[config.mk]
export PLATFORM = sky130hd
export DESIGN_NAME = co2_pattern_tx_flat
export DESIGN_NICKNAME = d
export VERILOG_FILES = /design/src/rtl/co2_pkg.sv /design/src/rtl/co2_pattern_tx_if.sv /design/src/rtl/co2_bit_shifter.sv /design/src/rtl/co2_pattern_tx.sv /design/src/flat_wrapper.sv
export SDC_FILE = /design/constraint.sdc
export NUM_CORES = 1
export LEC_CHECK = 0
export BUFFER_PORTS_ARGS = -buffer_cell sky130_fd_sc_hd__buf_2
export CORE_ASPECT_RATIO = 1.4
export CORE_MARGIN = 2
export CORE_UTILIZATION = 61
export CTS_CLUSTER_SIZE = 8
export DETAILED_ROUTE_END_ITERATION = 6
export GPL_TIMING_DRIVEN = 0
export HOLD_SLACK_MARGIN = 0.08
export PLACE_DENSITY = 0.86
export SLEW_MARGIN = 20
export SYNTH_ARGS = -nofsm -noshare
export SYNTH_HDL_FRONTEND = slang
export SYNTH_HIERARCHICAL = 1
export SYNTH_SLANG_ARGS = --single-unit
[constraint.sdc]
create_clock -name clk -period 5.5 [get_ports clk]
set_input_delay 0.55 -clock clk [delete_from_list [all_inputs] [get_ports clk]]
set_output_delay 0.55 -clock clk [all_outputs]
set_load 0.1 [all_outputs]
[src/rtl/co2_pkg.sv]
// -----------------------------------------------------------------------------
// co2_pkg
// Shared definitions for the serial pattern transmitter and detector benches.
//   tx_state_e   : transmitter FSM states
//   CO2_PATTERN  : default 8-bit pattern used by both tx and detector benches
//   cnt_w()      : counter width helper, never returns less than 1
// -----------------------------------------------------------------------------
package co2_pkg;

    typedef enum logic [1:0] {
        IDLE = 2'd0,
        SEND = 2'd1,
        GAP  = 2'd2,
        FIN  = 2'd3
    } tx_state_e;

    localparam logic [7:0] CO2_PATTERN = 8'b1011_0010;

    // clog2 that never yields a zero-width vector (e.g. GAP_BITS=0 -> 1 bit)
    function automatic int cnt_w(input int n);
        return (n <= 1) ? 1 : $clog2(n);
    endfunction

endpackage

[src/rtl/co2_pattern_tx_if.sv]
// -----------------------------------------------------------------------------
// co2_pattern_tx_if
// Control/data bundle of the serial pattern transmitter.
//   master : frame requester (drives start/pattern_in/reps_in/bit_en/abort)
//   slave  : transmitter (drives dout/dout_valid/busy/done)
// -----------------------------------------------------------------------------
interface co2_pattern_tx_if #(
    parameter int PATTERN_W = 8,
    parameter int REPS_W    = 4
);
    logic                 start;
    logic [PATTERN_W-1:0] pattern_in;
    logic [REPS_W-1:0]    reps_in;
    logic                 bit_en;
    logic                 abort;
    logic                 dout;
    logic                 dout_valid;
    logic                 busy;
    logic                 done;

    modport master (
        output start, pattern_in, reps_in, bit_en, abort,
        input  dout, dout_valid, busy, done
    );

    modport slave (
        input  start, pattern_in, reps_in, bit_en, abort,
        output dout, dout_valid, busy, done
    );
endinterface

[src/rtl/co2_bit_shifter.sv]
// -----------------------------------------------------------------------------
// co2_bit_shifter
// PATTERN_W-bit load/shift register, MSB-first serial out.
//   load    : capture din into shadow word and working register
//   reload  : restore working register from shadow (next repetition);
//             wins over shift in the same cycle
//   shift   : advance working register by one bit
//   bit_idx : bit index currently presented (owned by the caller)
//   sout    : bit to transmit now (working register MSB)
//   last    : bit_idx addresses the final bit of the word
// -----------------------------------------------------------------------------
module co2_bit_shifter #(
    parameter int PATTERN_W = 8,
    parameter int BW        = 3
) (
    input  logic                 clk,
    input  logic                 arst,
    input  logic                 load,
    input  logic                 reload,
    input  logic                 shift,
    input  logic [PATTERN_W-1:0] din,
    input  logic [BW-1:0]        bit_idx,
    output logic                 sout,
    output logic                 last
);
    logic [PATTERN_W-1:0] shadow;
    logic [PATTERN_W-1:0] sr;

    always_ff @(posedge clk or negedge arst) begin
        if (!arst) begin
            shadow <= '0;
            sr     <= '0;
        end else if (load) begin
            shadow <= din;
            sr     <= din;
        end else if (reload) begin
            sr     <= shadow;
        end else if (shift) begin
            sr     <= {sr[PATTERN_W-2:0], 1'b0};
        end
    end

    assign sout = sr[PATTERN_W-1];
    assign last = (bit_idx == BW'(PATTERN_W - 1));
endmodule

[src/rtl/co2_pattern_tx.sv]
// -----------------------------------------------------------------------------
// co2_pattern_tx
// Serial pattern transmitter: sends a PATTERN_W-bit word MSB-first, one bit
// per bit_en strobe, repeated reps_in times with GAP_BITS idle bit periods
// between repetitions.
//   clk, arst : clock (posedge), asynchronous active-low reset
//   bus       : slave side of co2_pattern_tx_if
//               start/pattern_in/reps_in : frame request, sampled in IDLE
//               bit_en                   : bit-period strobe
//               abort                    : cancel frame (SEND/GAP)
//               dout/dout_valid          : serial line and new-bit strobe
//               busy/done                : frame in progress / completion
// All outputs are registered. busy stays high through the done cycle so a
// requester sees busy fall only after done.
// -----------------------------------------------------------------------------
module co2_pattern_tx
    import co2_pkg::*;
#(
    parameter int PATTERN_W = 8,
    parameter int REPS_W    = 4,
    parameter int GAP_BITS  = 2
) (
    input  logic             clk,
    input  logic             arst,
    co2_pattern_tx_if.slave  bus
);
    localparam int BW = cnt_w(PATTERN_W);
    localparam int GW = cnt_w(GAP_BITS + 1);
    localparam logic [GW-1:0] GAP_LAST = GW'((GAP_BITS > 0) ? GAP_BITS - 1 : 0);

    tx_state_e         state, state_d;
    logic [BW-1:0]     bitcnt, bitcnt_d;
    logic [REPS_W-1:0] rep_cnt, rep_d;
    logic [GW-1:0]     gap_cnt, gap_d;
    logic              dout_q, dout_d;
    logic              valid_q, valid_d;
    logic              busy_q, busy_d;
    logic              done_q, done_d;

    logic              sh_load, sh_reload, sh_shift;
    logic              sh_sout, sh_last;

    co2_bit_shifter #(.PATTERN_W(PATTERN_W), .BW(BW)) u_shifter (
        .clk     (clk),
        .arst    (arst),
        .load    (sh_load),
        .reload  (sh_reload),
        .shift   (sh_shift),
        .din     (bus.pattern_in),
        .bit_idx (bitcnt),
        .sout    (sh_sout),
        .last    (sh_last)
    );

    always_ff @(posedge clk or negedge arst) begin
        if (!arst) begin
            state   <= IDLE;
            bitcnt  <= '0;
            rep_cnt <= '0;
            gap_cnt <= '0;
            dout_q  <= 1'b0;
            valid_q <= 1'b0;
            busy_q  <= 1'b0;
            done_q  <= 1'b0;
        end else begin
            state   <= state_d;
            bitcnt  <= bitcnt_d;
            rep_cnt <= rep_d;
            gap_cnt <= gap_d;
            dout_q  <= dout_d;
            valid_q <= valid_d;
            busy_q  <= busy_d;
            done_q  <= done_d;
        end
    end

    always_comb begin
        state_d   = state;
        bitcnt_d  = bitcnt;
        rep_d     = rep_cnt;
        gap_d     = gap_cnt;
        dout_d    = dout_q;
        valid_d   = 1'b0;
        busy_d    = busy_q;
        done_d    = 1'b0;
        sh_load   = 1'b0;
        sh_reload = 1'b0;
        sh_shift  = 1'b0;

        unique case (state)
            IDLE: begin
                busy_d = 1'b0;
                dout_d = 1'b0;
                // zero repetitions is not a frame: ignore the request entirely
                if (bus.start && bus.reps_in != '0) begin
                    sh_load  = 1'b1;
                    rep_d    = bus.reps_in;
                    bitcnt_d = '0;
                    gap_d    = '0;
                    busy_d   = 1'b1;
                    state_d  = SEND;
                end
            end
            SEND: begin
                if (bus.abort) begin
                    busy_d  = 1'b0;
                    dout_d  = 1'b0;
                    state_d = IDLE;
                end else if (bus.bit_en) begin
                    dout_d   = sh_sout;
                    valid_d  = 1'b1;
                    sh_shift = 1'b1;
                    bitcnt_d = bitcnt + BW'(1);
                    if (sh_last) begin
                        bitcnt_d = '0;
                        // rep_cnt >= 1 while in SEND, so this never wraps
                        rep_d    = rep_cnt - REPS_W'(1);
                        if (rep_cnt > REPS_W'(1)) begin
                            if (GAP_BITS > 0) state_d = GAP;
                            else              sh_reload = 1'b1;
                        end else begin
                            state_d = FIN;
                        end
                    end
                end
            end
            GAP: begin
                dout_d = 1'b0;
                if (bus.abort) begin
                    busy_d  = 1'b0;
                    state_d = IDLE;
                end else if (bus.bit_en) begin
                    if (gap_cnt == GAP_LAST) begin
                        gap_d     = '0;
                        sh_reload = 1'b1;
                        state_d   = SEND;
                    end else begin
                        gap_d = gap_cnt + GW'(1);
                    end
                end
            end
            FIN: begin
                done_d  = 1'b1;
                dout_d  = 1'b0;
                state_d = IDLE;
            end
            default: state_d = IDLE;
        endcase
    end

    assign bus.dout       = dout_q;
    assign bus.dout_valid = valid_q;
    assign bus.busy       = busy_q;
    assign bus.done       = done_q;
endmodule
[src/flat_wrapper.sv]
// flat-port wrapper written by rule: the top's interface ports become plain ports
module co2_pattern_tx_flat import co2_pkg::*;
#(
    parameter int PATTERN_W = 8,
    parameter int REPS_W    = 4,
    parameter int GAP_BITS  = 2
)
  (clk, arst, bus_start, bus_pattern_in, bus_reps_in, bus_bit_en, bus_abort, bus_dout, bus_dout_valid, bus_busy, bus_done);
  co2_pattern_tx_if #(.PATTERN_W(PATTERN_W), .REPS_W(REPS_W)) bus_i ();
  input  logic clk;
  input  logic arst;
  input wire logic [$bits(bus_i.start)-1:0] bus_start;
  input wire logic [$bits(bus_i.pattern_in)-1:0] bus_pattern_in;
  input wire logic [$bits(bus_i.reps_in)-1:0] bus_reps_in;
  input wire logic [$bits(bus_i.bit_en)-1:0] bus_bit_en;
  input wire logic [$bits(bus_i.abort)-1:0] bus_abort;
  output wire logic [$bits(bus_i.dout)-1:0] bus_dout;
  output wire logic [$bits(bus_i.dout_valid)-1:0] bus_dout_valid;
  output wire logic [$bits(bus_i.busy)-1:0] bus_busy;
  output wire logic [$bits(bus_i.done)-1:0] bus_done;
  assign bus_i.start = bus_start;
  assign bus_i.pattern_in = bus_pattern_in;
  assign bus_i.reps_in = bus_reps_in;
  assign bus_i.bit_en = bus_bit_en;
  assign bus_i.abort = bus_abort;
  assign bus_dout = bus_i.dout;
  assign bus_dout_valid = bus_i.dout_valid;
  assign bus_busy = bus_i.busy;
  assign bus_done = bus_i.done;
  co2_pattern_tx #(.PATTERN_W(PATTERN_W), .REPS_W(REPS_W), .GAP_BITS(GAP_BITS)) u_core (.clk(clk), .arst(arst), .bus(bus_i));
endmodule
==> qor.log <==
INFO  worst_setup_path critical_path_peak_fanout=8
INFO  worst_setup_path critPathLaunchType=flip-flop
INFO  global_routing grt_pass1_wl=5568um
INFO  timing         timing.setup.tns=0ns
INFO  routing        remaining_drcs=0
INFO  worst_setup_path worstSetupPathType=flip-flop to flip-flop
INFO  floorplanning  rows=22
INFO  floorplanning  die_x=48.00um
INFO  run_status     status=finished clean
INFO  yosys          yosys_warnings=6
INFO  run            drv.max_cap_violation_count=0
INFO  worst_setup_path rr_worst_depth=7
INFO  clock_network  cts_sinks=31
INFO  worst_setup_path critical_path_end_type=flip-flop
INFO  clock_network  total_clock_buffers_created_by_cts=5
INFO  floorplanning  core_region_area=0.002587mm^2
INFO  finish         finish.net_count=221
INFO  clock_network  clock_tree_from_tritoncts=done
INFO  worst_setup_path critical-path-slowest-cell=sky130_fd_sc_hd__nor3b_1
INFO  worst_setup_path r2r_start=u_core/state[0]$_DFFE_PN0P_
INFO  clock_network  cts_setup_buffers=0
INFO  power_and_ir_drop power.ir.vdd_worst=0.2964mV
INFO  placed_design  place_hpwl=2443um
INFO  global_routing grt-ovfl-total=0
INFO  yosys          yosysSeqAreaShare=46.93%
INFO  timing         final_max_slew_viol_count=0
INFO  routing        vias_per_cell=5.780
INFO  yosys          netlist-cell-type-count=35
INFO  placed_design  place.gp.congestion=0.7899
INFO  min_path       worstHoldPathType=input port to async pin
INFO  timing         worst_slew_pin_slew=0.8050ns
INFO  routing        via_count=1341
INFO  floorplanning  start_util=63.88%
INFO  clock_network  post_cts_hold_buffers=0
INFO  yosys          synth_cells=168
INFO  clock_network  cts_buffer_depth=2
INFO  clock_network  clock_tree.htree_level_count=2
INFO  finish         share_of_final_layout_standard_cells_stronger_than_drive_strength_1=19.39%
INFO  routing        drt-pass1-iter-count=4
INFO  clock_network  insertion_delay_to_the_later_sink_of_the_worst_skew_pair=0.34ns
INFO  global_routing grt_antenna_before_repair=0
INFO  timing         period_share=42.18%
INFO  timing         rsz0062_at_grt=false
INFO  clock_network  clk_pin_slew_worst_paths=0.09ns
INFO  finish         num-fill-cells=216
INFO  placed_design  numPortBuffers=20
INFO  floorplanning  io-pin-count=21
INFO  timing         final.setup_skew=0.007404ns
INFO  timing         worst_slew_margin_relative_to_its_limit=46.22%
INFO  global_routing grt_max_degree=32
INFO  global_routing grt_util_all_layers=25.77%
INFO  yosys          ys_dominant_reg_cell=sky130_fd_sc_hd__dfrtp_1
INFO  yosys          syn_nets=194
INFO  floorplanning  fp.dieH=65.59um
INFO  routing        final_antenna_net_count=0
INFO  global_routing first_global_vias=1320
INFO  routing        wl_per_cell=14.67um
INFO  power_and_ir_drop power.leakage=0.9044nW
INFO  worst_setup_path path_cells=inv_1, ha_1, nor3b_1, or3_1, clkbuf_1, nor2_1, a21oi_1
INFO  finish         final_core_utilization=72.15%
INFO  finish         antenna-diode-count=0
INFO  routing        detail_route.wirelength=3404um
INFO  timing         hold_fails_final_rpt=0
INFO  worst_setup_path cp-startpoint=u_core/state[0]$_DFFE_PN0P_
INFO  floorplanning  overall_die_area=0.003148mm^2
INFO  worst_setup_path register_to_register_setup_slack=3.18ns
INFO  timing         final-setup-viol-count=0
INFO  finish         area.growth.synth_to_final=12.94%
INFO  clock_network  clock-root-buffer=sky130_fd_sc_hd__clkbuf_4
INFO  power_and_ir_drop powerDensity=546.6mW/mm^2
INFO  timing         timing.fmax=431.1MHz
INFO  power_and_ir_drop power_consumption=1.020mW
INFO  yosys          postSynthRegisterBits=31
INFO  yosys          synth_enable_flop_cells=0
INFO  yosys          asyncSetResetFlopFracSynth=100.0%
INFO  worst_setup_path crit_required=5.77ns
INFO  timing         final_critical_path_time_including_i_o_delays_and_setup=2.320ns
INFO  yosys          post_synth.cell_area_avg=9.838um^2
INFO  clock_network  post_cts_resized=0
INFO  worst_setup_path cpPeakStageDelay=0.68ns
INFO  routing        drtIter0Drc=26
INFO  worst_setup_path critPathArrivalTime=2.59ns
INFO  yosys          mappedNetlistArea=0.001653mm^2
INFO  worst_setup_path worstReg2RegEnd=u_core/u_shifter/sr[3]$_DFFE_PN0P_
==> Yosys cell counts (3+ instances only) <==
| master | n | area (um^2) |
|---|---|---|
| sky130_fd_sc_hd__dfrtp_1 | 31 | 775.7 |
| sky130_fd_sc_hd__inv_1 | 19 | 71.32 |
| sky130_fd_sc_hd__nor2_1 | 17 | 63.81 |
| sky130_fd_sc_hd__a21oi_1 | 12 | 60.06 |
| sky130_fd_sc_hd__nand2_1 | 11 | 41.29 |
| sky130_fd_sc_hd__o21ai_0 | 10 | 50.05 |
| sky130_fd_sc_hd__ha_1 | 9 | 112.6 |
| sky130_fd_sc_hd__a221o_1 | 6 | 60.06 |
| sky130_fd_sc_hd__nand3_1 | 5 | 25.02 |
| sky130_fd_sc_hd__mux2i_1 | 4 | 40.04 |
| sky130_fd_sc_hd__nand3b_1 | 4 | 30.03 |
| sky130_fd_sc_hd__nand2b_1 | 3 | 18.77 |
| sky130_fd_sc_hd__nor2b_1 | 3 | 18.77 |
| sky130_fd_sc_hd__o21ai_1 | 3 | 15.01 |
==> state kept, by name (all words and copies together) (netlist names) <==
signal	count
u_core/rep_cnt	4
u_core/state	2
u_core/bus.busy	1
u_core/bus.dout	1
u_core/bus.dout_valid	1
u_core/bitcnt	3
u_core/bus.done	1
u_core/u_shifter/sr	8
u_core/u_shifter/shadow	8
u_core/gap_cnt	2
==> worst max path at each step <==
stage                                                     to  slack, ns
after global routing      u_core/u_shifter/sr[1]$_DFFE_PN0P_       2.94
after global placement    u_core/u_shifter/sr[4]$_DFFE_PN0P_       3.19
final                     u_core/u_shifter/sr[3]$_DFFE_PN0P_       3.18
after CTS                 u_core/u_shifter/sr[3]$_DFFE_PN0P_       3.18
after detailed placement  u_core/u_shifter/sr[3]$_DFFE_PN0P_       3.15
after floorplan           u_core/u_shifter/sr[6]$_DFFE_PN0P_       3.54
==> kinds of logic (layout without fill, tap and decap cells) <==
group	count (synthesis)	after routing	share of synthesized area (%)
AND/OR/NAND/NOR	53	53	16.05
adder cells (fa/ha/maj)	9	9	6.813
multiplexers	7	7	4.921
buffers and inverters	24	52	6.056
AO/OA/AOI/OAI	44	44	19.23
flip-flops	31	31	46.93
==> final cells by class <==
| class | instances | area [um^2] | area share, % |
|---|---|---|---|
| multi-input cells | 113 | 777.0 | 41.62 |
| well taps | 36 | 45.04 | 2.413 |
| clock buffers | 8 | 68.82 | 3.686 |
| repair buffers | 20 | 100.1 | 5.362 |
| inverters | 19 | 71.32 | 3.820 |
| flip-flops and latches | 31 | 775.7 | 41.55 |
| plain buffers | 5 | 28.78 | 1.542 |
==> critical path: cells and delay by family (launching register included) <==
family | cells | cell delay, ns
adder cells (fa/ha/maj) | 1 | 0.23
AO/OA/AOI/OAI | 1 | 0.14
flip-flops | 1 | 0.44
AND/OR/NAND/NOR | 3 | 1.00
buffers and inverters | 2 | 0.44
==> stage by stage <==
stage / cell area, um^2 / cells / hold WS (ns) / worst slack (ns)
after detailed placement: 1798 / 224 / 0.4933 / 3.151
after floorplan: 1653 / 168 / 0.2544 / 3.544
after global placement: 1798 / 224 / 0.4883 / 3.194
after global routing: 1867 / 232 / 0.2961 / 2.936
after CTS: 1867 / 232 / 0.2526 / 3.179
final: 1867 / 232 / 0.2399 / 3.180
==> power breakdown <==
| part | switching (mW) | internal (mW) |
|---|---|---|
| logic | 0.301 | 0.182 |
| clock network | 0.0772 | 0.0751 |
| registers | 0.0589 | 0.326 |
| total | 0.437 | 0.583 |
==> cells in the final DEF (no fill, tap or decap), drive strengths merged <==
cell type / count
nor2b: 3
o41ai: 1
nand2b: 3
a211o: 1
o21ai: 13
a2bb2oi: 1
nor3b: 2
nand4b: 2
or3: 2
a22o: 1
nand2: 11
mux2i: 4
o22ai: 2
nor3: 2
a21boi: 2
a211oi: 1
a221o: 7
clkbuf: 10
a22oi: 2
inv: 19
nand3: 5
mux2: 3
and3: 1
buf: 23
o211ai: 1
a21oi: 12
nand3b: 4
nor2: 18
ha: 9
dfrtp: 31
==> layer usage <==
layer	up-vias	wire length (um)	track usage [%]
met4	0	74	11.15
met5	-	0	0
li1	639	-	-
met3	7	148	9.341
met1	658	1378	27.82
met2	37	1802	43.00
(Power assumes the default switching activity.)
